## src/rtl/watch_time_counter.sv

```systemverilog
// Time-of-day keeper: divides clk to one-second ticks and holds HH:MM:SS as
// six BCD digits (24-hour). Set mode freezes seconds at 00 and lets the hour
// and minute buttons step the time, one increment per button press.
module watch_time_counter #(
   parameter int TICKS_PER_SEC = 1000
) (
   input  logic       clk,
   input  logic       reset,
   input  logic       setMode,
   input  logic       incHour,
   input  logic       incMin,
   output logic [3:0] curHour1,
   output logic [3:0] curHour0,
   output logic [3:0] curMin1,
   output logic [3:0] curMin0,
   output logic [3:0] curSec1,
   output logic [3:0] curSec0,
   output logic       secTick,
   output logic       minTick
);

   // Smallest prescaler that still holds TICKS_PER_SEC-1.
   localparam int unsigned PW = $clog2(TICKS_PER_SEC);
   localparam logic [PW-1:0] TERM = PW'(TICKS_PER_SEC - 1);

   // Each time field is kept as {tens, units} BCD.
   logic [7:0]    hour_q, minute_q, second_q;
   logic [7:0]    hour_n, minute_n, second_n;
   logic [PW-1:0] presc_q, presc_n;
   logic          inc_hour_q, inc_min_q;
   logic          sec_tick_q, min_tick_q;
   logic          sec_tick_n, min_tick_n;
   logic          term, hour_press, min_press;

   // BCD 00..59 increment, 59 wraps to 00.
   function automatic logic [7:0] inc_60(input logic [7:0] v);
      logic [7:0] r;
      if (v[3:0] == 4'd9) begin
         r[3:0] = 4'd0;
         r[7:4] = (v[7:4] == 4'd5) ? 4'd0 : v[7:4] + 4'd1;
      end else begin
         r[7:4] = v[7:4];
         r[3:0] = v[3:0] + 4'd1;
      end
      return r;
   endfunction

   // BCD 00..23 increment, 23 wraps to 00.
   function automatic logic [7:0] inc_24(input logic [7:0] v);
      logic [7:0] r;
      if (v == 8'h23) begin
         r = 8'h00;
      end else if (v[3:0] == 4'd9) begin
         r[7:4] = v[7:4] + 4'd1;
         r[3:0] = 4'd0;
      end else begin
         r[7:4] = v[7:4];
         r[3:0] = v[3:0] + 4'd1;
      end
      return r;
   endfunction

   // Next-state: set-mode increments or run-mode ripple carry, plus pulses.
   always_comb begin
      term       = (presc_q == TERM);
      hour_press = setMode & incHour & ~inc_hour_q;
      min_press  = setMode & incMin & ~inc_min_q;
      hour_n     = hour_q;
      minute_n   = minute_q;
      second_n   = second_q;
      presc_n    = presc_q;
      sec_tick_n = 1'b0;
      if (setMode) begin
         // Set mode wins over a coincident terminal count.
         presc_n  = '0;
         second_n = 8'h00;
         if (min_press) minute_n = inc_60(minute_q);   // no carry into hour
         if (hour_press) hour_n = inc_24(hour_q);
      end else if (term) begin
         presc_n    = '0;
         sec_tick_n = 1'b1;
         second_n   = inc_60(second_q);
         if (second_q == 8'h59) begin
            minute_n = inc_60(minute_q);
            if (minute_q == 8'h59) hour_n = inc_24(hour_q);
         end
      end else begin
         presc_n = presc_q + PW'(1);
      end
      // One pulse for any HH:MM change, even when both fields move.
      min_tick_n = ({hour_n, minute_n} != {hour_q, minute_q});
   end

   // State register: time digits, prescaler, button history and pulses.
   always_ff @(posedge clk) begin
      if (reset) begin
         hour_q     <= 8'h00;
         minute_q   <= 8'h00;
         second_q   <= 8'h00;
         presc_q    <= '0;
         inc_hour_q <= 1'b0;
         inc_min_q  <= 1'b0;
         sec_tick_q <= 1'b0;
         min_tick_q <= 1'b0;
      end else begin
         hour_q     <= hour_n;
         minute_q   <= minute_n;
         second_q   <= second_n;
         presc_q    <= presc_n;
         inc_hour_q <= incHour;
         inc_min_q  <= incMin;
         sec_tick_q <= sec_tick_n;
         min_tick_q <= min_tick_n;
      end
   end

   assign curHour1 = hour_q[7:4];
   assign curHour0 = hour_q[3:0];
   assign curMin1  = minute_q[7:4];
   assign curMin0  = minute_q[3:0];
   assign curSec1  = second_q[7:4];
   assign curSec0  = second_q[3:0];
   assign secTick  = sec_tick_q;
   assign minTick  = min_tick_q;

endmodule

```

## config.mk

```make
export PLATFORM = sky130hd
export DESIGN_NAME = watch_time_counter
export DESIGN_NICKNAME = d
export VERILOG_FILES = /design/src/rtl/watch_time_counter.sv
export SDC_FILE = /design/constraint.sdc
export NUM_CORES = 1
export LEC_CHECK = 0
export ABC_CLOCK_PERIOD_IN_PS = 2980
export BUFFER_PORTS_ARGS = -buffer_cell sky130_fd_sc_hd__buf_2
export CAP_MARGIN = 20
export CORE_MARGIN = 2
export CORE_UTILIZATION = 43
export DETAILED_ROUTE_END_ITERATION = 10
export PLACE_DENSITY = 0.72
export SLEW_MARGIN = 20
export SYNTH_ARGS = -nofsm -noshare
export SYNTH_HDL_FRONTEND = slang
export SYNTH_SLANG_ARGS = --single-unit
```

## constraint.sdc

```tcl
create_clock -name clk -period 2.98 [get_ports clk]
set_input_delay 0.298 -clock clk [delete_from_list [all_inputs] [get_ports clk]]
set_output_delay 0.298 -clock clk [all_outputs]
set_load 0.005 [all_outputs]
```

# Word level (Yosys, flattened, before mapping)
# Index checks and enable logic that the tools add are counted.
totals:
  ff_bits: 38
  inputBits: 5
  output_inout_bits: 26
  elab_cells: 51
op_classes:
  add_sub_neg: 7
  eq_ne: 10
  mux: 16
  n_bitwise: 6
  reduce_logical: 3
op_table:
  columns: ["cell", "n"]
  rows:
  - ["2-to-1 mux 8 bit", 12]
  - ["adder 4 x 1 -> 4 bit, second input constant", 6]
  - ["equality test 8 x 7 -> 1 bit, second input constant", 2]
  - ["!= test 16 bit", 1]
  - ["equality test 4 bit, second input constant", 3]
  - ["2-to-1 mux 4 bit", 3]
  - ["adder 10 x 1 -> 10 bit, second input constant", 1]
  - ["equality test 10 bit, second input constant", 1]
  - ["equality test 4 x 3 -> 1 bit, second input constant", 2]
  - ["equality test 8 x 6 -> 1 bit, second input constant", 1]
  - ["bitwise AND 1 bit", 4]
  - ["OR reduction 3 bit", 1]
  - ["NOT 1 bit", 2]
  - ["AND reduction 2 bit", 1]
  - ["OR reduction 2 bit", 1]
  - ["2-to-1 mux 1 bit", 1]

# Logic depth before layout (Yosys ltp)
# Gate-level depths: netlist of run 1.
logic_depth:
  depth_word: 8
  mapped_depth: 8
  mapped_depth_nobuf: 7

# Worst setup path before layout of run 1
# Ideal clock, no wire load.
synth_timing:
  path_type: "register -> register"
  from: "register minute_q[0]"
  to: "register hour_q[7]"
  setup_time_ps: 70
  t_arrival_ps: 1773
  required_time_ps: 2910
  path_slack_ps: 1137
  stages_incl_launch_ff: 8
  path_buffers: 1
  synth_period_minus_slack_ps: 1843
  cell_sequence: "dfxtp_1 -> ha_1 -> and3b_1 -> buf_2 -> and2_2 -> a31oi_4 -> or4_1 -> a21oi_1"
synth_between:
  elab_chain_len: 5
synth_lines:
  columns: ["item", "line_no", "rtl"]
  rows:
  - ["start: declaration", "27", "logic [7:0] hour_q, minute_q, second_q;"]
  - ["start signal: assignment", "107", "minute_q <= minute_n;"]
  - ["equality test 8 x 7 -> 1 bit", "85", "if (minute_q == 8'h59) hour_n = inc_24(hour_q);"]
  - ["2-to-1 mux 8 bit", "85", null]
  - ["2-to-1 mux 8 bit", "83", "if (second_q == 8'h59) begin"]
  - ["2-to-1 mux 8 bit", "79", "end else if (term) begin"]
  - ["2-to-1 mux 8 bit", "73", "if (setMode) begin"]
  - ["end signal: assignment", "106", "hour_q <= hour_n;"]
  - ["end: declaration", "27", null]
# No other way between the ends.
# A chain may end at the register's enable or synchronous reset.

# Worst setup path in the final report of run 1
# Ends and elaborated chain as after synthesis.

==> qor.tcl, run 1 <==
set qor(wl_microns) 3640
set qor(route.antenna.remaining_nets) 0
set qor(end_kind) {flip-flop}
set qor(area_fraction_of_the_dominant_cell_type_after_synthesis) 0.399
set qor(floorplan.rows) 24
set qor(floorplan.initialDensity) 0.440
set qor(die_x_microns) 70.6
set qor(cp.required_ns) 3.20
set qor(core_region_area_sq_um) 4320
set qor(cts_root_buffer) {clkbuf_8}
set qor(final_common_cell) {dfxtp_1}
set qor(remaining_drc_errors) 0
set qor(min-delay-path-class) {in -> reg}
set qor(worst_pin_slew_ns) 0.534
set qor(cts_made_buffers) 5
set qor(setup-violations-final) 0
set qor(grt_start_max_net_pins) 21
set qor(timing.final.max_slew_violations) 0
set qor(stdcell_area_sq_um) 2160
set qor(timing.max_cap.violations) 0
set qor(ios) 31
set qor(vias) 1637
set qor(grt_overflow_total) 0
set qor(number_of_global_route_vias_before_repair) 1464
set qor(wl_per_cell_microns) 12.1
set qor(syn_area_per_cell_sq_um) 8.66
set qor(rr_worst_depth) 6
set qor(grt_pass1_wl_microns) 6350
set qor(leakage_power_nw) 0.863
set qor(layout-drive-gt1-share) 0.202
set qor(timing.rr.start) {minute_q[0]$_SDFF_PP0_}
set qor(synth_top_cells_by_area) {dfxtp_1 (40%), ha_1 (5.9%), a21oi_1 (4.7%)}
set qor(detailedRoute.firstPassIterationCount) 4
set qor(run_status) {complete, no violations}
set qor(vias_per_cell) 5.46
set qor(synthToLayoutAreaGrowth_pct) 13.3
set qor(hold_depth) 2
set qor(tritoncts_clock_tree) {done}
set qor(htreeDepth) 2
set qor(final_hold_viol_count) 0
set qor(net_count_after_synthesis) 234
set qor(layout_common_cells) {dfxtp_1 (38), buf_2 (30), nor2_1 (23), a21oi_1 (18), nand2_1 (17)}
set qor(ctsHoldBuffers) 0
set qor(final.period_utilization) 0.663
set qor(hold_slack_ns) 0.243
set qor(critical_path.startpoint_type) {flip-flop}
set qor(bufs_on_longest_clock_path) 2
set qor(ys_seq_elements) 38
set qor(grt_antenna_before_repair) 0
set qor(clk-insertion-delay-late_ns) 0.29
set qor(vdd_ir_drop_max_mv) 0.278
set qor(synth.lib_cells_used.distinct) 47
set qor(grt.total_usage) 0.155
set qor(finish.net_count) 262
set qor(gpl.final_weighted_congestion) 0.775
set qor(path_clk_slew_ns) 0.07
set qor(total_power_uw) 898
set qor(post_cts_resized) 0
set qor(final_period_minus_worst_setup_slack_ns) 1.98
set qor(setup_repair_after_global_routing_missed_its_margin) {no}
set qor(synth_area_sq_um) 1900
set qor(seq_area_frac_synth) 0.399
set qor(crit_type) {reg -> reg}
set qor(power_per_cell_area_nw_per_um2) 416
set qor(skew_ns) 0.00212
set qor(cts_setup_buffers) 0
set qor(worst_hold_endpoint) {inc_min_q$_SDFF_PP0_}
set qor(ys_async_sr_fraction) 0
set qor(r2r_slack_ns) 1.00
set qor(hpwlAfterDp_microns) 2540
set qor(synthesis.instances) 220
set qor(yosys_warnings) 0
set qor(cts_sinks) 38
set qor(n_antenna_cell) 0
set qor(port_buffers) 30
set qor(synth_top_flop_cell) {dfxtp_1}
set qor(synth_top_cell_by_area) {dfxtp_1}
set qor(fp.dieH_microns) 70.6
set qor(critical_path_peak_fanout) 9
set qor(nFillCells) 432
set qor(min_from) {incMin}
set qor(worstPathArrival_ns) 2.20
set qor(worst_slew_margin_rel) 0.644
set qor(crit-reg2reg-capture) {hour_q[7]$_SDFF_PP0_}
set qor(place_area_sq_um) 2080
set qor(edff_count_synth) 0
set qor(totalNegativeSetupSlack_ns) 0
set qor(drt_iter0_markers) 98
set qor(die-area_sq_um) 4980
set qor(fmax_mhz) 506
==> synth_stat cells (4+ instances only) <==
| master | n |
|---|---|
| nand2_1 | 17 |
| ha_1 | 9 |
| xnor2_1 | 5 |
| inv_1 | 7 |
| dfxtp_1 | 38 |
| or4_1 | 5 |
| o21ai_0 | 14 |
| a21oi_1 | 18 |
| nand3b_1 | 4 |
| nor2_1 | 23 |
| clkbuf_1 | 5 |
| and3_1 | 4 |
| nor2b_1 | 8 |
| nand3_1 | 7 |
| nor3_1 | 4 |
| xor2_1 | 6 |
==> cells by family after synthesis <==
family | synth area share
AND/OR/NAND/NOR | 0.295
multiplexers | 0.00526
buffers and inverters | 0.0348
XOR/XNOR | 0.0506
flip-flops | 0.399
AO/OA/AOI/OAI | 0.156
adder cells (fa/ha/maj) | 0.0591
==> worst max path at each step <==
stage                                  start                      to  slack [ns]  depth (start not counted)
floorplan             minute_q[0]$_SDFF_PP0_    hour_q[7]$_SDFF_PP0_        1.14                          7
global placement      minute_q[0]$_SDFF_PP0_    hour_q[7]$_SDFF_PP0_        1.07                          6
detailed placement    minute_q[0]$_SDFF_PP0_    hour_q[7]$_SDFF_PP0_        1.02                          6
CTS                   minute_q[0]$_SDFF_PP0_    hour_q[7]$_SDFF_PP0_        1.00                          6
global route        second_q[3]$_SDFFE_PP0N_  minute_q[3]$_SDFF_PP0_        0.81                          5
finish                minute_q[0]$_SDFF_PP0_    hour_q[7]$_SDFF_PP0_        1.00                          6
==> worst max-delay path: stages, from the launching register on <==
cell and delay, ns:
dfxtp_1 0.41, ha_1 0.21, and3b_1 0.28, and2_2 0.21, a31oi_4 0.13, or4_1 0.52, a21oi_1 0.15
==> stage by stage <==
| stage | std cells | worst slack (ns) | utilization |
|---|---|---|---|
| 2_1_floorplan | 220 | 1.14 | - |
| 3_3_place_gp | 293 | 1.07 | 0.481 |
| 3_5_place_dp | 293 | 1.02 | 0.481 |
| 4_1_cts | 300 | 1.00 | 0.499 |
| 5_1_grt | 300 | 0.811 | 0.499 |
| 6_report | 300 | 1.00 | 0.499 |
==> layer usage <==
| layer | GRT usage | share of wire |
|---|---|---|
| met1 | 0.205 | 0.50 |
| met2 | 0.252 | 0.44 |
| met3 | 0.0356 | 0.046 |
| met4 | 0.0503 | 0.014 |
| met5 | 0 | 0 |
==> state kept, by name, indices dropped and copies added (netlist names) <==
signal	flops
hour_q	8
inc_hour_q	1
inc_min_q	1
minTick	1
minute_q	8
presc_q	10
secTick	1
second_q	8
==> layout make-up <==
type / count / area [sq um] / share of cell area
clock buffer: 5 / 68.8 / 0.0319
clock inverter: 2 / 10.0 / 0.00464
inverter: 7 / 26.3 / 0.0122
multi-input combinational: 166 / 1080 / 0.499
sequential: 38 / 761 / 0.352
tap: 52 / 65.1 / 0.0301
timing repair buffer: 30 / 150 / 0.0696
==> power by group <==
part	leakage (nW)	total (mW)	internal, mW	switching (mW)
combinational	0.511	0.0427	0.0167	0.0260
clock	0.0438	0.336	0.157	0.179
sequential	0.307	0.519	0.514	0.00574
total	0.863	0.898	0.687	0.211
No activity file was read; power rests on OpenSTA's default activity.
==> run 2, diff against run 1 <==
--- a/config.mk
+++ b/config.mk
@@ -5,13 +5,13 @@
 export SDC_FILE = /design/constraint.sdc
 export NUM_CORES = 1
 export LEC_CHECK = 0
-export ABC_CLOCK_PERIOD_IN_PS = 2980
+export ABC_CLOCK_PERIOD_IN_PS = 1700
 export BUFFER_PORTS_ARGS = -buffer_cell sky130_fd_sc_hd__buf_2
 export CAP_MARGIN = 20
 export CORE_MARGIN = 2
 export CORE_UTILIZATION = 43
 export DETAILED_ROUTE_END_ITERATION = 10
-export PLACE_DENSITY = 0.72
+export PLACE_DENSITY = 0.74
 export SLEW_MARGIN = 20
 export SYNTH_ARGS = -nofsm -noshare
 export SYNTH_HDL_FRONTEND = slang
==> constraint.sdc (replaced) <==
create_clock -name clk -period 1.7 [get_ports clk]
set_input_delay 0.17 -clock clk [delete_from_list [all_inputs] [get_ports clk]]
set_output_delay 0.17 -clock clk [all_outputs]
set_load 0.005 [all_outputs]
==> run 2 against run 1 <==
The run now ends with negative setup slack left. Maximum frequency is 15% higher. Wire length up 23%. Count of clock-buffer cells in the layout up 2. Via count up 14%. Combinational power grew to 2.6 times the previous value. Cell area grew 21%. Core utilization increased by 10 points. Die area did not move. Register-to-register slack got worse by 1.0 ns. Critical path type unchanged. Largest cell class unchanged.
==> qor.tcl, run 2 (same netlist as run 1, synthesis figures left out) <==
set qor(run_status) {complete, but fails checks}
set qor(violations_in_the_final_reports) {negative setup slack}
set qor(top_register) {presc_q}
set qor(bufs_on_longest_clock_path) 2 ;# unchanged
set qor(dpl.cell_count) 329 ;# +12%
set qor(layout_common_cells) {buf_4 (40), dfxtp_1 (31), buf_2 (30), nor2_1 (22), nand2_1 (17)}
set qor(ios) 31 ;# unchanged
set qor(worstPathArrival_ns) 1.94 ;# -0.26 ns
set qor(clk-insertion-delay-late_ns) 0.29 ;# about the same
set qor(skew_ns) 0.00758 ;# +0.00546 ns
set qor(hpwlAfterDp_microns) 3040 ;# +20%
set qor(logic_depth_of_the_worst_setup_path_including_buffers) 6 ;# unchanged
set qor(n_antenna_cell) 0 ;# unchanged
set qor(post_layout_nonfiller_instances) 345 ;# +15%
set qor(crit_type) {reg -> reg}
set qor(remaining_drc_errors) 0 ;# unchanged
set qor(largest_register_ffs) 10 ;# unchanged
set qor(grt.total_usage) 0.184 ;# +0.0297
set qor(timing.final.max_slew_violations) 0 ;# unchanged
set qor(end_kind) {flip-flop}
set qor(leakage_power_nw) 1.11 ;# +28%
set qor(total_power_mw) 1.67 ;# +86%
set qor(grt_antenna_before_repair) 0 ;# unchanged
set qor(worst_pin_slew_ns) 0.493 ;# -0.0404 ns
set qor(critical_path_top_delay_cell) {or4b_1}
set qor(fmax_mhz) 583 ;# +15%
set qor(cpLargestDelayFamily) {simple AND/OR/NAND/NOR gates}
set qor(synthToLayoutAreaGrowth_pct) 36.9
set qor(critPathMaxStageDelay_ns) 0.48 ;# -0.04 ns
set qor(vdd_ir_drop_max_mv) 0.531 ;# +91%
set qor(detailedRoute.firstPassIterationCount) 4 ;# unchanged
set qor(power_per_cell_area_nw_per_um2) 642 ;# +54%
set qor(min_from) {incMin}
set qor(grt_overflow_total) 0 ;# unchanged
set qor(layout-drive-gt1-share) 0.389 ;# +0.187
set qor(wl_microns) 4480 ;# +23%
set qor(die-area_sq_um) 4980 ;# unchanged
set qor(cts_sinks) 38 ;# unchanged
set qor(floorplan.rows) 24 ;# unchanged
set qor(drt_iter0_markers) 90 ;# -8.2%
set qor(final_period_minus_worst_setup_slack_ns) 1.71 ;# -0.263 ns
set qor(min-delay-path-class) {in -> reg}
set qor(fp.dieH_microns) 70.6 ;# unchanged
set qor(cp.required_ns) 1.93 ;# -1.27 ns
set qor(critical_path.startpoint_type) {flip-flop}
set qor(setup_repair_after_global_routing_missed_its_margin) {yes}
set qor(cp_cell_sequence) {ha_4 -> and3b_1 -> and4_4 -> a21oi_4 -> or4b_1 -> a31oi_1}
set qor(critical_path_peak_fanout) 6 ;# -3
set qor(post-route-worst-setup-slack_ns) -0.0140 ;# -1.02 ns
set qor(cts_made_buffers) 5 ;# unchanged
set qor(ctsHoldBuffers) 0 ;# unchanged
set qor(crit_buf_inv) 0 ;# unchanged
set qor(worst_slew_margin_rel) 0.671 ;# +0.0269
set qor(htreeDepth) 2 ;# unchanged
set qor(floorplan.initialDensity) 0.440 ;# unchanged
set qor(tritoncts_clock_tree) {done}
set qor(core_region_area_sq_um) 4320 ;# unchanged
set qor(final.period_utilization) 1.01 ;# +0.345
set qor(gpl.final_weighted_congestion) 0.838 ;# +8.1%
set qor(r2r_slack_ns) -0.01 ;# -1.02 ns
set qor(number_of_global_route_vias_before_repair) 1743 ;# +19%
set qor(timing.rr.start) {presc_q[0]$_SDFF_PP0_}
set qor(wl_per_cell_microns) 13.0 ;# +7.0%
set qor(path_clk_slew_ns) 0.08 ;# about the same
set qor(timing.max_cap.violations) 0 ;# unchanged
set qor(rr_worst_depth) 6 ;# unchanged
set qor(setup-violations-final) 1 ;# +1
set qor(crit_path_start) {presc_q[0]$_SDFF_PP0_}
set qor(finish.net_count) 306 ;# +17%
set qor(port_buffers) 30 ;# unchanged
set qor(grt_pass1_wl_microns) 7380 ;# +16%
set qor(vias_per_cell) 5.40 ;# -0.99%
set qor(route.antenna.remaining_nets) 0 ;# unchanged
set qor(vias) 1864 ;# +14%
set qor(grt_start_max_net_pins) 20 ;# -4.8%
set qor(hold_depth) 2 ;# unchanged
set qor(cts_root_buffer) {clkbuf_8}
set qor(die_x_microns) 70.6 ;# unchanged
set qor(final_hold_viol_count) 0 ;# unchanged
set qor(final_common_cell) {buf_4}
==> run 2: power breakdown <==
group          switching (mW)  internal (mW)
sequential            0.00778          0.901
combinational          0.0600         0.0532
clock                   0.325          0.327
total                   0.393           1.28
==> run 2: worst paths after layout <==
| kind | end |
|---|---|
| worst max-delay path | minute_q[3]$_SDFF_PP0_ |
| worst min-delay path | inc_min_q$_SDFF_PP0_ |
| worst max register to register | minute_q[3]$_SDFF_PP0_ |
| worst min register to register | presc_q[9]$_SDFF_PP0_ |
==> run 2: metrics by stage <==
stage | util | hold WS (ns) | area (sq um) | TNS, ns | setup slack, ns
2_1_floorplan | - | 0.298 | 1920 | 0 | 0.00322
3_5_place_dp | 0.548 | 0.416 | 2370 | -0.0714 | -0.0502
5_1_grt | 0.603 | 0.104 | 2610 | -0.583 | -0.0870
3_3_place_gp | 0.548 | 0.416 | 2370 | -0.00103 | -0.00103
6_report | 0.603 | 0.109 | 2610 | -0.0140 | -0.0140
4_1_cts | 0.581 | 0.0990 | 2510 | -0.00721 | -0.00721
==> run 2: worst reg2reg max path, stage by stage, from the launching register on <==
cell     delay (ns)
dfxtp_2        0.36
ha_4           0.13
and3b_1        0.17
and4_4         0.27
a21oi_4        0.09
or4b_1         0.48
a31oi_1        0.16
==> run 2: layer usage <==
layer  up-vias  routed length (microns)  track usage
met3         6                      238       0.0541
met5         -                        0            0
met2        45                     2270        0.316
li1        935                        -            -
met4         0                       61       0.0692
met1       878                     1920        0.220
==> run 2: area by class of cell <==
| class | instances | area [sq um] |
|---|---|---|
| Clock inverter | 1 | 5.00 |
| Tap cell | 52 | 65.1 |
| Fill cell | 415 | 1720 |
| Sequential cell | 38 | 769 |
| Multi-Input combinational cell | 167 | 1170 |
| Inverter | 7 | 26.3 |
| Timing Repair Buffer | 73 | 488 |
| Clock buffer | 7 | 86.3 |
==> run 2: timing repair <==
item | CTS | global route
resized for setup | 5 | 19
buffers inserted | 2 | 5
gates cloned | 1 | 0
setup endpoints to repair | 7 | 16
pin swaps | 5 | 7
